<file path="src/rtl/fetch_pipe_ctrl.sv">
// Fetch-stage pipeline control: PC register, IF/ID and ID/EX registers,
// saturating stall/flush statistics and a sticky stall watchdog.
module fetch_pipe_ctrl #(
   parameter logic [31:0] RESET_PC = 32'h0000_0000,
   parameter int unsigned WATCHDOG = 16,
   parameter int unsigned CTRL_W   = 10
) (
   input  logic              clk,
   input  logic              rst_n,
   input  logic              pc_write,
   input  logic              ifid_write,
   input  logic              ifid_flush,
   input  logic              hazard,
   input  logic              branch_taken,
   input  logic [31:0]       branch_target,
   input  logic [31:0]       instr_in,
   input  logic [CTRL_W-1:0] ctrl_in,
   output logic [31:0]       pc,
   output logic [31:0]       ifid_instr,
   output logic [31:0]       ifid_pc4,
   output logic              ifid_valid,
   output logic [CTRL_W-1:0] idex_ctrl,
   output logic [1:0]        fetch_state,
   output logic [15:0]       stall_cnt,
   output logic [15:0]       flush_cnt,
   output logic              stall_timeout
);

   typedef enum logic [1:0] {
      RUN   = 2'd0,
      STALL = 2'd1,
      FLUSH = 2'd2,
      HUNG  = 2'd3
   } fetch_state_e;

   localparam logic [7:0] WD_LIMIT = 8'(WATCHDOG);

   logic [31:0]       pc_q, pc_d;
   logic [31:0]       ifid_instr_q, ifid_instr_d;
   logic [31:0]       ifid_pc4_q, ifid_pc4_d;
   logic              ifid_valid_q, ifid_valid_d;
   logic [CTRL_W-1:0] idex_ctrl_q, idex_ctrl_d;
   fetch_state_e      state_q, state_d;
   logic [15:0]       stall_cnt_q, stall_cnt_d;
   logic [15:0]       flush_cnt_q, flush_cnt_d;
   logic [7:0]        run_q, run_d;
   logic              timeout_q, timeout_d;
   logic [31:0]       pc_plus4;

   assign pc_plus4 = pc_q + 32'd4;

   always_comb begin
      pc_d         = pc_q;
      ifid_instr_d = ifid_instr_q;
      ifid_pc4_d   = ifid_pc4_q;
      ifid_valid_d = ifid_valid_q;
      idex_ctrl_d  = hazard ? '0 : ctrl_in;
      stall_cnt_d  = stall_cnt_q;
      flush_cnt_d  = flush_cnt_q;
      run_d        = '0;
      timeout_d    = timeout_q;
      state_d      = RUN;

      if (pc_write) begin
         pc_d = branch_taken ? branch_target : pc_plus4;
      end

      if (ifid_flush) begin
         ifid_instr_d = '0;
         ifid_pc4_d   = '0;
         ifid_valid_d = 1'b0;
      end else if (ifid_write) begin
         ifid_instr_d = instr_in;
         ifid_pc4_d   = pc_plus4;
         ifid_valid_d = 1'b1;
      end

      if (!pc_write && stall_cnt_q != '1) stall_cnt_d = stall_cnt_q + 16'd1;
      if (ifid_flush && flush_cnt_q != '1) flush_cnt_d = flush_cnt_q + 16'd1;

      // Run length saturates at the limit so the trip condition stays true
      if (!pc_write) run_d = (run_q >= WD_LIMIT) ? WD_LIMIT : run_q + 8'd1;
      if (run_d == WD_LIMIT && !pc_write) timeout_d = 1'b1;

      // Watchdog takes priority on the same edge it trips; once set it never clears
      if (timeout_d)      state_d = HUNG;
      else if (ifid_flush) state_d = FLUSH;
      else if (!pc_write)  state_d = STALL;
      else                 state_d = RUN;
   end

   always_ff @(posedge clk or negedge rst_n) begin
      if (!rst_n) begin
         pc_q         <= RESET_PC;
         ifid_instr_q <= '0;
         ifid_pc4_q   <= '0;
         ifid_valid_q <= 1'b0;
         idex_ctrl_q  <= '0;
         state_q      <= RUN;
         stall_cnt_q  <= '0;
         flush_cnt_q  <= '0;
         run_q        <= '0;
         timeout_q    <= 1'b0;
      end else begin
         pc_q         <= pc_d;
         ifid_instr_q <= ifid_instr_d;
         ifid_pc4_q   <= ifid_pc4_d;
         ifid_valid_q <= ifid_valid_d;
         idex_ctrl_q  <= idex_ctrl_d;
         state_q      <= state_d;
         stall_cnt_q  <= stall_cnt_d;
         flush_cnt_q  <= flush_cnt_d;
         run_q        <= run_d;
         timeout_q    <= timeout_d;
      end
   end

   assign pc            = pc_q;
   assign ifid_instr    = ifid_instr_q;
   assign ifid_pc4      = ifid_pc4_q;
   assign ifid_valid    = ifid_valid_q;
   assign idex_ctrl     = idex_ctrl_q;
   assign fetch_state   = state_q;
   assign stall_cnt     = stall_cnt_q;
   assign flush_cnt     = flush_cnt_q;
   assign stall_timeout = timeout_q;

endmodule
</file>
<file path="config.mk">
export PLATFORM = sky130hd
export DESIGN_NAME = fetch_pipe_ctrl
export DESIGN_NICKNAME = d
export VERILOG_FILES = /design/src/rtl/fetch_pipe_ctrl.sv
export SDC_FILE = /design/constraint.sdc
export NUM_CORES = 1
export LEC_CHECK = 0
export ABC_CLOCK_PERIOD_IN_PS = 4000
export BUFFER_PORTS_ARGS = -buffer_cell sky130_fd_sc_hd__clkbuf_2
export CORE_ASPECT_RATIO = 1.5
export CORE_MARGIN = 1.5
export CORE_UTILIZATION = 55
export DETAILED_ROUTE_END_ITERATION = 10
export PLACE_DENSITY = 0.86
export SETUP_SLACK_MARGIN = 0.02
export SYNTH_ARGS = -nofsm -noshare
export SYNTH_HDL_FRONTEND = slang
export SYNTH_SLANG_ARGS = --single-unit
</file>
<file path="constraint.sdc">
create_clock -name clk -period 4 [get_ports clk]
set_input_delay 0.2 -clock clk [delete_from_list [all_inputs] [get_ports clk]]
set_output_delay 0.2 -clock clk [all_outputs]
set_load 0.005 [all_outputs]
</file>
==> flow_summary.json <==
{
  "status": "completed",
  "drt-initial-drc-count": 310,
  "synth_edf_count": 0,
  "final_antenna_net_count": 0,
  "worstReg2RegStart": "pc[2]",
  "synth_area_leaders": "dfrtp_1 (53%), mux2i_1 (5.5%), nor2_1 (4.6%), xnor2_1 (3.2%), nand3_1 (3.1%)",
  "core-area_um2": 12600,
  "clock_sinks": 150,
  "critPathLaunch": "pc[2]",
  "gp_congestion": 0.865,
  "dp_hpwl_um": 12900,
  "ios": 223,
  "insertedDiodeCount": 0,
  "grt_pass1_vias": 5952,
  "via_per_inst": 5.72,
  "max_slew_margin_pct": 18.9,
  "critPathKind": "reg -> reg",
  "drive_gt1_share_pct": 30.3,
  "max-vdd-ir-drop_v": 0.000339,
  "grtUsageTotal_pct": 27.7,
  "grt_first_pass_wirelength_um": 28800,
  "synthCells": 687,
  "synth_top_cell_by_area": "dfrtp_1",
  "cts_buffers": 17,
  "drt-total-wl_um": 18600,
  "num_vias": 6124,
  "worstPathArrival_ns": 2.62,
  "startpoint_type": "flip-flop",
  "port_buffers": 222,
  "worstSkewPairLatency_ns": 0.41,
  "nFillCells": 922,
  "crit_path_end_kind": "flip-flop",
  "fp.dieW_um": 95.9,
  "row_count": 50,
  "async_reset_ff_share_pct": 100,
  "cts_root_buf": "clkbuf_16",
  "netlist.area_leader.share_pct": 52.8,
  "worst_slew_pin_slew_ns": 1.22,
  "nets": 988,
  "drc": 0,
  "netlist_area_um2": 7120,
  "fin_tns_setup_ns": 0,
  "die_area_um2": 13600,
  "grt_max_degree": 99,
  "ys.flop_type": "dfrtp_1",
  "hold_viol_final": 0,
  "crit_path_max_fanout": 10,
  "die_h_um": 142,
  "slew_violations": 0,
  "wl_per_cell_um": 17.4,
  "syn_area_per_cell_um2": 10.4,
  "ys_seq_area_share_pct": 52.8,
  "ys_ff_latch": 150,
  "rr_endpoint": "ifid_pc4[24]",
  "hold_path.class": "in -> reg",
  "rrSetupSlack_ns": 1.68,
  "power.density_nw_per_um2": 464,
  "post-route-util_pct": 71.2,
  "initial_utilization_pct": 56.6,
  "cts_tree": "done",
  "r2r_cells": 6,
  "critPathCapture": "ifid_pc4[24]",
  "fin_skew_ns": 0.00600,
  "ys_types": 58,
  "crit_required_ns": 4.30,
  "finalCritPeriodShare_pct": 58.1,
  "clkTransAtPathRegs_ns": 0.06,
  "yosysWarnings": 0,
  "period_needed_ns": 2.32,
  "antenna_found_initial": 0,
  "power_leakage_nw": 4.39,
  "setup_viol": 0,
  "area_delta_synth_final_pct": 25.9,
  "clock_path_buffers": 2,
  "rsz0062_at_grt": "false",
  "fmax_mhz": 430,
  "drtPass1Iterations": 5,
  "htree_levels": 4,
  "maxCapViolCount": 0,
  "overflow": 0
}
[cells in the final DEF, fill, tap and decap left out, types with 4 or more instances in the layout]
| cell | Yosys | final |
|---|---|---|
| ha_1 | 5 | 5 |
| o311ai_0 | 6 | 6 |
| and3_1 | 14 | 14 |
| dfrtp_1 | 150 | 150 |
| or3_1 | 8 | 8 |
| and2_1 | 8 | 8 |
| a211oi_1 | 23 | 23 |
| mux2_2 | 6 | 6 |
| nor2_1 | 88 | 88 |
| nand3_1 | 44 | 44 |
| and4_1 | 6 | 6 |
| a22o_1 | 8 | 8 |
| xnor2_1 | 26 | 26 |
| a21oi_1 | 28 | 28 |
| nand4_1 | 16 | 16 |
| clkbuf_8 | 0 | 5 |
| inv_1 | 8 | 8 |
| buf_4 | 1 | 6 |
| xor2_1 | 25 | 25 |
| o22ai_1 | 4 | 4 |
| o21ai_0 | 14 | 14 |
| mux2i_1 | 39 | 39 |
| nor4_1 | 5 | 5 |
| clkbuf_2 | 1 | 220 |
| dlygate4sd3_1 | 0 | 9 |
| clkinv_2 | 0 | 4 |
| nor2b_1 | 27 | 27 |
| nand2_1 | 38 | 38 |
| clkbuf_16 | 0 | 17 |
[routing by layer]
layer / GRT usage (%) / routed length, µm / vias to the layer above / part of all wire [%]
met3: 8.92 / 1530 / 40 / 8.2
met1: 31.7 / 7040 / 2965 / 38
met2: 46.6 / 9490 / 260 / 51
met4: 11.9 / 549 / 0 / 3.0
li1: - / - / 2859 / -
met5: 0 / 0 / - / 0
[state kept, by name, summed over array words and instances, names as in the netlist, 2 cells and up]
name and count:
ifid_instr 32, ifid_pc4 32, pc 32, flush_cnt 16
stall_cnt 16, idex_ctrl 10, run_q 8, fetch_state 2
[worst min-delay path by stage]
stage	startpoint	to	slack (ns)	cells after the start
floorplan	rst_n	fetch_state[0]	-0.1	0
global placement	rst_n	ifid_instr[11]	0.35	1
CTS	ctrl_in[6]	idex_ctrl[6]	0.001	2
global route	ctrl_in[1]	idex_ctrl[1]	0.008	2
finish	ctrl_in[1]	idex_ctrl[1]	0.02	2
detailed placement	rst_n	ifid_instr[11]	0.36	1
[where the power goes]
group	total, mW	internal (mW)	switching, mW
sequential	1.92	1.69	0.230
combinational	0.710	0.345	0.366
clock	1.53	0.930	0.596
[final cells by class]
class,count,area (µm²),area share (%)
multi-input combinational,489,3160,35.3
inverter,8,30.0,0.335
timing repair buffer,236,1250,13.9
sequential,150,3750,41.9
clock buffer,23,498,5.56
clock inverter,8,72.6,0.810
tap,156,195,2.18
[synth_stat cells, drive strengths merged (4+ instances only)]
cell	count
a211oi	24
a21oi	28
a22o	8
and2	8
and3	14
and4	6
buf	13
clkbuf	29
dfrtp	150
ha	5
inv	8
mux2	6
mux2i	39
nand2	38
nand3	47
nand4	17
nor2	88
nor2b	27
nor4	9
o21ai	14
o22ai	4
o311ai	6
or2	4
or3	8
xnor2	26
xor2	25
[worst max-delay path: stages (launching register included)]
cell	delay, ns
dfrtp_1	0.46
ha_1	0.26
nand3_2	0.26
nor4_4	0.54
nand3_1	0.19
xor2_1	0.18
a211oi_1	0.31
[logic make-up (layout without fill, tap and decap cells)]
logic type,after synthesis,count (layout),share of synthesized area (%)
flip-flops,150,150,52.8
adder cells (fa/ha/maj),5,5,0.879
AO/OA/AOI/OAI,107,107,10.2
AND/OR/NAND/NOR,278,278,20.5
XOR/XNOR,51,51,6.28
multiplexers,45,45,6.44
buffers and inverters,50,275,2.92
other,1,3,0.0527
[through the flow]
stage	total power [mW]	hold slack, ns	instances	instance area, µm²	worst slack, ns
global placement	2.60	0.350	1030	8300	1.85
CTS	4.17	0.00150	1069	8950	1.68
finish	4.15	0.0214	1070	8960	1.68
floorplan	2.27	-0.0956	689	7120	2.06
detailed placement	2.64	0.356	1030	8300	1.79
global route	4.35	0.00773	1070	8960	1.51
[timing repair]
item                                   CTS  global route
hold buffers                             8             1
endpoints found under the hold margin  103             1
setup buffers                            0             0
gates resized for setup                  0             0
Note: power is estimated with default switching activity, not from simulation.
